<file path="src/rtl/mips_pipe_pkg.sv">
// Shared pipeline definitions for the 5-stage MIPS core: control-word layout,
// ALU operation encodings and the bubble control word.
package mips_pipe_pkg;

    localparam int CTRL_W = 6;

    // Bit positions inside the {RegWr, ALUSrc, MemtoReg, MemWr, Branch, Jump} control word
    localparam int CTRL_JUMP     = 0;
    localparam int CTRL_BRANCH   = 1;
    localparam int CTRL_MEMWR    = 2;
    localparam int CTRL_MEMTOREG = 3;
    localparam int CTRL_ALUSRC   = 4;
    localparam int CTRL_REGWR    = 5;

    localparam logic [CTRL_W-1:0] BUBBLE_CTRL = '0;

    typedef enum logic [3:0] {
        ALU_ADD  = 4'd0,
        ALU_SUB  = 4'd1,
        ALU_AND  = 4'd2,
        ALU_OR   = 4'd3,
        ALU_XOR  = 4'd4,
        ALU_NOR  = 4'd5,
        ALU_SLT  = 4'd6,
        ALU_SLTU = 4'd7,
        ALU_SLL  = 4'd8,
        ALU_SRL  = 4'd9,
        ALU_SRA  = 4'd10,
        ALU_LUI  = 4'd11
    } aluctr_e;

    // Which way the ID/EX register moves on the next edge
    typedef enum logic [1:0] {
        ACT_NORMAL = 2'd0,
        ACT_HOLD   = 2'd1,
        ACT_STALL  = 2'd2,
        ACT_FLUSH  = 2'd3
    } idex_act_e;

endpackage

</file>
<file path="src/rtl/load_use_detect.sv">
// Load-use hazard detect: a load in EX whose destination is read by the
// instruction in ID. Pure combinational so branch-in-ID logic can share it.
module load_use_detect #(
    parameter int RW = 5
) (
    input  logic          ex_valid,
    input  logic          ex_memtoreg,
    input  logic [RW-1:0] ex_rw,
    input  logic          id_valid,
    input  logic [RW-1:0] id_rs,
    input  logic [RW-1:0] id_rt,
    input  logic          id_use_rt,
    output logic          lu_hit
);

    logic rs_match;
    logic rt_match;

    assign rs_match = (ex_rw == id_rs);
    assign rt_match = id_use_rt & (ex_rw == id_rt);

    // $0 is hard-wired, so a load targeting it never produces a real dependency
    assign lu_hit = ex_valid & ex_memtoreg & (ex_rw != '0) & id_valid & (rs_match | rt_match);

endmodule

</file>
<file path="src/rtl/id_ex_stage.sv">
// ID/EX pipeline register with load-use bubble insertion, branch/jump squash,
// global hold, and saturating stall/flush event counters.
module id_ex_stage
    import mips_pipe_pkg::*;
#(
    parameter int DW    = 32,
    parameter int RW    = 5,
    parameter int ACW   = 4,
    parameter int CNT_W = 16
) (
    input  logic              clk,
    input  logic              rst,
    input  logic              id_valid,
    input  logic [RW-1:0]     id_rs,
    input  logic [RW-1:0]     id_rt,
    input  logic [RW-1:0]     id_rw,
    input  logic              id_use_rt,
    input  logic [DW-1:0]     id_busA,
    input  logic [DW-1:0]     id_busB,
    input  logic [DW-1:0]     id_imm32,
    input  logic [DW-1:0]     id_pc4,
    input  logic [CTRL_W-1:0] id_ctrl,
    input  logic [ACW-1:0]    id_aluctr,
    input  logic              flush,
    input  logic              hold,
    output logic              ex_valid,
    output logic [RW-1:0]     ex_rs,
    output logic [RW-1:0]     ex_rt,
    output logic [RW-1:0]     ex_rw,
    output logic [DW-1:0]     ex_busA,
    output logic [DW-1:0]     ex_busB,
    output logic [DW-1:0]     ex_imm32,
    output logic [DW-1:0]     ex_pc4,
    output logic [CTRL_W-1:0] ex_ctrl,
    output logic [ACW-1:0]    ex_aluctr,
    output logic              pc_wr,
    output logic              ifid_wr,
    output logic              ifid_flush,
    output logic [CNT_W-1:0]  stall_cnt,
    output logic [CNT_W-1:0]  flush_cnt
);

    typedef struct packed {
        logic              valid;
        logic [RW-1:0]     rs;
        logic [RW-1:0]     rt;
        logic [RW-1:0]     rw;
        logic [DW-1:0]     busA;
        logic [DW-1:0]     busB;
        logic [DW-1:0]     imm32;
        logic [DW-1:0]     pc4;
        logic [CTRL_W-1:0] ctrl;
        logic [ACW-1:0]    aluctr;
    } stage_t;

    stage_t    ex_q;
    stage_t    id_d;
    idex_act_e act;
    logic      lu_hit;

    assign id_d = '{valid: id_valid, rs: id_rs, rt: id_rt, rw: id_rw,
                    busA: id_busA, busB: id_busB, imm32: id_imm32, pc4: id_pc4,
                    ctrl: id_ctrl, aluctr: id_aluctr};

    load_use_detect #(.RW(RW)) u_lud (
        .ex_valid    (ex_q.valid),
        .ex_memtoreg (ex_q.ctrl[CTRL_MEMTOREG]),
        .ex_rw       (ex_q.rw),
        .id_valid    (id_valid),
        .id_rs       (id_rs),
        .id_rt       (id_rt),
        .id_use_rt   (id_use_rt),
        .lu_hit      (lu_hit)
    );

    // Flush outranks hold: a taken branch must squash even while memory stalls
    always_comb begin
        act        = ACT_NORMAL;
        pc_wr      = 1'b1;
        ifid_wr    = 1'b1;
        ifid_flush = 1'b0;
        if (flush) begin
            act        = ACT_FLUSH;
            ifid_flush = 1'b1;
        end else if (hold) begin
            act     = ACT_HOLD;
            pc_wr   = 1'b0;
            ifid_wr = 1'b0;
        end else if (lu_hit) begin
            act     = ACT_STALL;
            pc_wr   = 1'b0;
            ifid_wr = 1'b0;
        end
    end

    always_ff @(posedge clk) begin
        if (rst) begin
            ex_q      <= '0;
            stall_cnt <= '0;
            flush_cnt <= '0;
        end else begin
            case (act)
                ACT_FLUSH: begin
                    ex_q <= '0;
                    if (~&flush_cnt) flush_cnt <= flush_cnt + CNT_W'(1);
                end
                ACT_HOLD: begin
                    ex_q <= ex_q;
                end
                ACT_STALL: begin
                    ex_q <= '0;
                    if (~&stall_cnt) stall_cnt <= stall_cnt + CNT_W'(1);
                end
                default: begin
                    ex_q <= id_d;
                end
            endcase
        end
    end

    assign ex_valid  = ex_q.valid;
    assign ex_rs     = ex_q.rs;
    assign ex_rt     = ex_q.rt;
    assign ex_rw     = ex_q.rw;
    assign ex_busA   = ex_q.busA;
    assign ex_busB   = ex_q.busB;
    assign ex_imm32  = ex_q.imm32;
    assign ex_pc4    = ex_q.pc4;
    assign ex_ctrl   = ex_q.ctrl;
    assign ex_aluctr = ex_q.aluctr;

endmodule

</file>
<file path="config.mk">
export PLATFORM = sky130hd
export DESIGN_NAME = id_ex_stage
export DESIGN_NICKNAME = d
export VERILOG_FILES = /design/src/rtl/mips_pipe_pkg.sv /design/src/rtl/load_use_detect.sv /design/src/rtl/id_ex_stage.sv
export SDC_FILE = /design/constraint.sdc
export NUM_CORES = 1
export LEC_CHECK = 0
export CAP_MARGIN = 20
export CORE_AREA = 2 2 135 137
export DETAILED_ROUTE_END_ITERATION = 12
export DIE_AREA = 0 0 137 139
export GPL_TIMING_DRIVEN = 0
export PLACE_DENSITY = 0.82
export SYNTH_ARGS = -nofsm -noshare
export SYNTH_HDL_FRONTEND = slang
export SYNTH_SLANG_ARGS = --single-unit
</file>
<file path="constraint.sdc">
create_clock -name clk -period 7.7 [get_ports clk]
set_input_delay 1.54 -clock clk [delete_from_list [all_inputs] [get_ports clk]]
set_output_delay 1.54 -clock clk [all_outputs]
set_load 0.05 [all_outputs]
</file>
== Word-level counts from Yosys, hierarchy flattened ==
Index checks and enable logic that the tools add are counted.

* Bits in registers: 186
* Input port bits: 159
* Output and inout bits: 189
* Word-level logic and storage cells: 41

* $add $sub $neg: 2
* Equal/unequal tests: 5
* Muxes and demuxes: 8
* Bitwise gates (word level): 8
* Reduce and logical (&&, ||, !) cells: 6

{| class="wikitable"
|+ Operators by type and width
! cell !! number
|-
| $pmux 154 s2 || 1
|-
| $add 16x1->16 const B || 2
|-
| $reduce_and 16->1 || 2
|-
| $eq 5x5->1 || 2
|-
| $mux 2 || 3
|-
| $and 1x1->1 || 5
|-
| $reduce_bool 5->1 || 1
|-
| $eq 2x2->1 const B || 2
|-
| $mux 1 || 4
|-
| $reduce_and 2->1 || 2
|-
| $eq 2x1->1 const B || 1
|-
| $not 1->1 || 2
|-
| $reduce_or 2->1 || 1
|-
| $or 1x1->1 || 1
|}

== Depth between registers and ports, before layout ==
* Depth after elaboration: 10
* Gate-level depth with buffers: 8
* Gate-level depth less buffers: 6

== Cells and area by module ==
A second synthesis with hierarchy kept.

* Cells, all modules: 733
* Area, all modules: 6,827.8 µm²

{| class="wikitable"
|+ Modules (own cells, without submodules)
! module !! times used !! cells each !! area each (µm²) !! seq. area each (µm²)
|-
| id_ex_stage || 1 || 716 || 6,697.7 || 3,723.6
|-
| load_use_detect || 1 || 17 || 130.1 || 0.0
|}

== Worst setup path after synthesis ==
Ideal clock, no wire load.

* Kind: input to output
* Start point: input port id_rt[1]
* End point: output port pc_wr
* Arrival: 3.890 ns
* Required time: 6.160 ns
* Path slack: 2.270 ns
* Stages on the path: 8
* Buffers on the path: 3
* Cells stage by stage: xor2_1 -> nor4_2 -> a32oi_2 -> clkbuf_1 -> clkbuf_1 -> nor3_1 -> o21bai_1 -> buf_4

* Cells in the longest elaborated chain, start to end: 7

{| class="wikitable"
|+ RTL lines
! what !! line !! source
|-
| start: declaration || id_ex_stage.sv:15 || <nowiki>input logic [RW-1:0] id_rt,</nowiki>
|-
| $eq 5x5->1 || load_use_detect.sv:20 || <nowiki>assign rt_match = id_use_rt & (ex_rw == id_rt);</nowiki>
|-
| $and 1x1->1 || load_use_detect.sv:20 ||
|-
| $or 1x1->1 || load_use_detect.sv:23 || <nowiki>assign lu_hit = ex_valid & ex_memtoreg & (ex_rw != '0) & id_valid & (rs_match | rt_match);</nowiki>
|-
| $and 1x1->1 || load_use_detect.sv:23 ||
|-
| $mux 1 (3 in series) || - ||
|-
| end: declaration || id_ex_stage.sv:36 || <nowiki>output logic pc_wr,</nowiki>
|}

No other way between the ends.

== Worst setup path after layout ==
* Start point: input port id_rt[3]
* End point: output port pc_wr

* Cells in the longest elaborated chain, start to end: 7

{| class="wikitable"
|+ RTL lines
! what !! line !! source
|-
| $eq 5x5->1 || load_use_detect.sv:20 ||
|-
| $and 1x1->1 || load_use_detect.sv:20 ||
|-
| $or 1x1->1 || load_use_detect.sv:23 ||
|-
| $and 1x1->1 || load_use_detect.sv:23 ||
|-
| $mux 1 || id_ex_stage.sv:89 || <nowiki>end else if (lu_hit) begin</nowiki>
|-
| $mux 1 || id_ex_stage.sv:85 || <nowiki>end else if (hold) begin</nowiki>
|-
| $mux 1 || id_ex_stage.sv:82 || <nowiki>if (flush) begin</nowiki>
|}

No other way between the ends.

==> impl_results.md <==
* Fillers at 1477
* Placed Area at 10200 sq um
* CP max FO at 10
* Syn Inst Count at 564
* Tot GR Track Use at 22.2%
* RePlAce Congestion at 0.849
* CP startpoint kind: input pin
* HPWL Detailed at 16400 microns
* Slowest cell on crit path: clkdlybuf4s50_1
* Rel. slew slack at 51.1%
* CP delay by family, top: buffers and inverters
* Largest net degree at the start of global routing at 20
* Worst Max-Slew Pin Slew at 0.727 ns
* DR pass1 iterations at 4
* Max Clock Skew at 0.0184 ns
* Starting Density at 36.6%
* Layout cells sized above 1 at 6.26%
* First-pass GRT wire length at 32800 microns
* CP max stage delay at 0.78 ns
* Via count at 6028
* Mapped Nets at 725
* Number of post-CTS setup repair buffers at 0
* Vert. Die Dim at 139 microns
* Final Cell Area at 10800 sq um
* Top Ports at 348
* Worst Path Buf+Inv at 5
* Clk Latency, worst-skew pair at 0.42 ns
* PwrDens at 202 nW/um^2
* Synthesized area at 6450 sq um
* Mean Syn Cell Area at 11.4 sq um
* Area Growth Syn to Fin at 67.4%
* Worst IR drop on VDD at 0.160 mV
* Setup violators final at 0
* Hold WC Path Type: flip-flop to flip-flop
* Antenna-violating nets left at 0
* H-tree Lvls at 4
* Sequential share of the synthesized area at 57.7%
* TritonCTS clock tree: yes
* Gr ovfl total at 0
* Maximum clock rate at 154 MHz
* Row count at 49
* Tmin final at 6.51 ns
* Post-synth EDFFs at 0
* Routed WL at 21800 microns
* Setup TNS at 0 ns
* RSZ-0062 raised after global routing: false
* Status: completed
* Multi-input logic area at 2460 sq um
* Synth Warn # at 0
* Hold-fix buffers, CTS at 0
* Post-route DRC at 0
* Clk sink count at 186
* Core Region at 17700 sq um
* Port bufs at 346
* Final core utilization at 61.2%
* CTS root buf: clkbuf_16
* ANT cells at 0
* Most common flop cell mapped by yosys: dfxtp_1
* Final hold vios at 0
* Pre-CTS setup slack at 1.21 ns
* CP Capture Type: output port
* Fraction of registers with async set/reset at 0%
* Wire per inst at 18.6 microns
* Maximum clock path buffer count at 2
* Leakage dissipation at 3.99 nW
* Final nets at 1090
* Final Cycle Share at 84.6%
* Worst Path Arrival at 4.97 ns
* Initial DRC Count at 294
* Slew Viols, Final at 0
* # resized after CTS at 0
* Die X at 137 microns
* Path type of the worst setup path: input pin to output port
* Hold_ws at 0.476 ns
* Initial antenna violation count at 1
* Drt via density at 5.15
* Register Area at 3720 sq um
* Die area at 19000 sq um
* Worst path cell trace: clkdlybuf4s50_1 -> xor2_1 -> nor4_2 -> a32oi_2 -> clkbuf_1 -> clkbuf_1 -> nor3_1 -> o21bai_1 -> buf_4 -> clkdlybuf4s50_1
* Reg clk slew, reported paths at 0.07 ns
* Yosys reg bits at 186
* Final setup margin at 1.19 ns
* Vias in the first global route at 5864
* Critical path required time at 6.16 ns
* CTS buffer count at 17
* Max cap viols at 0
* Yosys cell types at 40
flip-flops by register name, summed over array words and instances (netlist names):
name       cells
ex_valid       1
ex_rt          5
ex_pc4        32
ex_aluctr      4
ex_imm32      32
flush_cnt     16
ex_rs          5
ex_busB       32
ex_rw          5
ex_ctrl        6
ex_busA       32
stall_cnt     16
area by class of cell:
class / instances / area share, %
Buffer: 46 / 2.28
Tap cell: 229 / 2.65
Clock buffer: 19 / 4.10
Clock inverter: 13 / 1.42
Multi-Input combinational cell: 327 / 22.8
Inverter: 5 / 0.174
Timing Repair Buffer: 346 / 32.1
Sequential cell: 186 / 34.5
cells in the mapped netlist (5+ instances only):
| master | count | area (sq um) |
|---|---|---|
| dfxtp_1 | 186 | 3720 |
| a22o_1 | 154 | 1350 |
| nor2_1 | 29 | 109 |
| clkbuf_1 | 26 | 97.6 |
| xor2_1 | 13 | 114 |
| a21oi_1 | 12 | 60.1 |
| nand3_1 | 12 | 60.1 |
| or4_1 | 12 | 90.1 |
| nand2_1 | 10 | 37.5 |
| nor3_1 | 10 | 50.1 |
| o31ai_1 | 10 | 75.1 |
| buf_2 | 8 | 40.0 |
| xnor2_1 | 8 | 70.1 |
| buf_6 | 7 | 78.8 |
| nand4_1 | 7 | 43.8 |
| inv_1 | 5 | 18.8 |
| nor4_1 | 5 | 31.3 |
layer usage:
layer  GRT usage, %  part of all wire, %  up-vias
li1               -                    -     2880
met1           27.0                   41     2882
met2           36.9                   50      230
met3           7.16                  7.2       34
met4           7.38                  2.2        2
met5              0                0.060        -
cells in the final DEF (no fill, tap or decap), types with 3 or more instances in the layout:
cell type        instances
clkdlybuf4s50_1        346
dfxtp_1                186
a22o_1                 154
nor2_1                  29
clkbuf_1                27
clkbuf_16               17
xor2_1                  13
or4_1                   12
nand3_1                 12
a21oi_1                 12
nor3_1                  10
nand2_1                 10
o31ai_1                 10
xnor2_1                  8
buf_2                    8
buf_6                    7
nand4_1                  7
inv_6                    6
inv_1                    5
nor4_1                   5
clkinv_8                 5
nor2b_1                  4
mux2_2                   4
o21ai_0                  4
o21bai_1                 3
and4_1                   3
and3_1                   3
nor4b_1                  3
mux2i_1                  3
or2_2                    3
buf_4                    3
logic make-up (layout without fill, tap and decap cells):
group / count (synthesis) / in the layout / share of synthesized area [%]
AO/OA/AOI/OAI: 190 / 190 / 24.7
flip-flops: 186 / 186 / 57.7
AND/OR/NAND/NOR: 107 / 107 / 9.11
buffers and inverters: 51 / 429 / 4.11
XOR/XNOR: 21 / 21 / 2.85
multiplexers: 7 / 7 / 1.16
adder cells (fa/ha/maj): 2 / 2 / 0.388
power by group:
part	switching, mW	internal (mW)
Combinational	0.167	0.146
Sequential	0.0184	0.989
Clock	0.420	0.446
Total	0.605	1.58
metrics by stage:
step / instances / total power [mW]
after floorplan: 564 / 1.18
after global placement: 1139 / 1.34
after detailed placement: 1139 / 1.34
after CTS: 1171 / 2.21
after global routing: 1171 / 2.26
final: 1171 / 2.19
final timing paths:
path | end | slack (ns) | from | cells after the start
setup / recovery | pc_wr | 1.19 | id_rt[3] | 10
hold / removal | ex_busA[21]$_SDFFE_PP0P_ | 0.48 | ex_busA[21]$_SDFFE_PP0P_ | 1
setup reg to reg | ex_rt[4]$_SDFFE_PP0P_ | 5.04 | ex_rw[3]$_SDFFE_PP0P_ | 7
hold reg to reg | ex_busA[21]$_SDFFE_PP0P_ | 0.48 | ex_busA[21]$_SDFFE_PP0P_ | 1
Power figures use the tool's default switching activity.
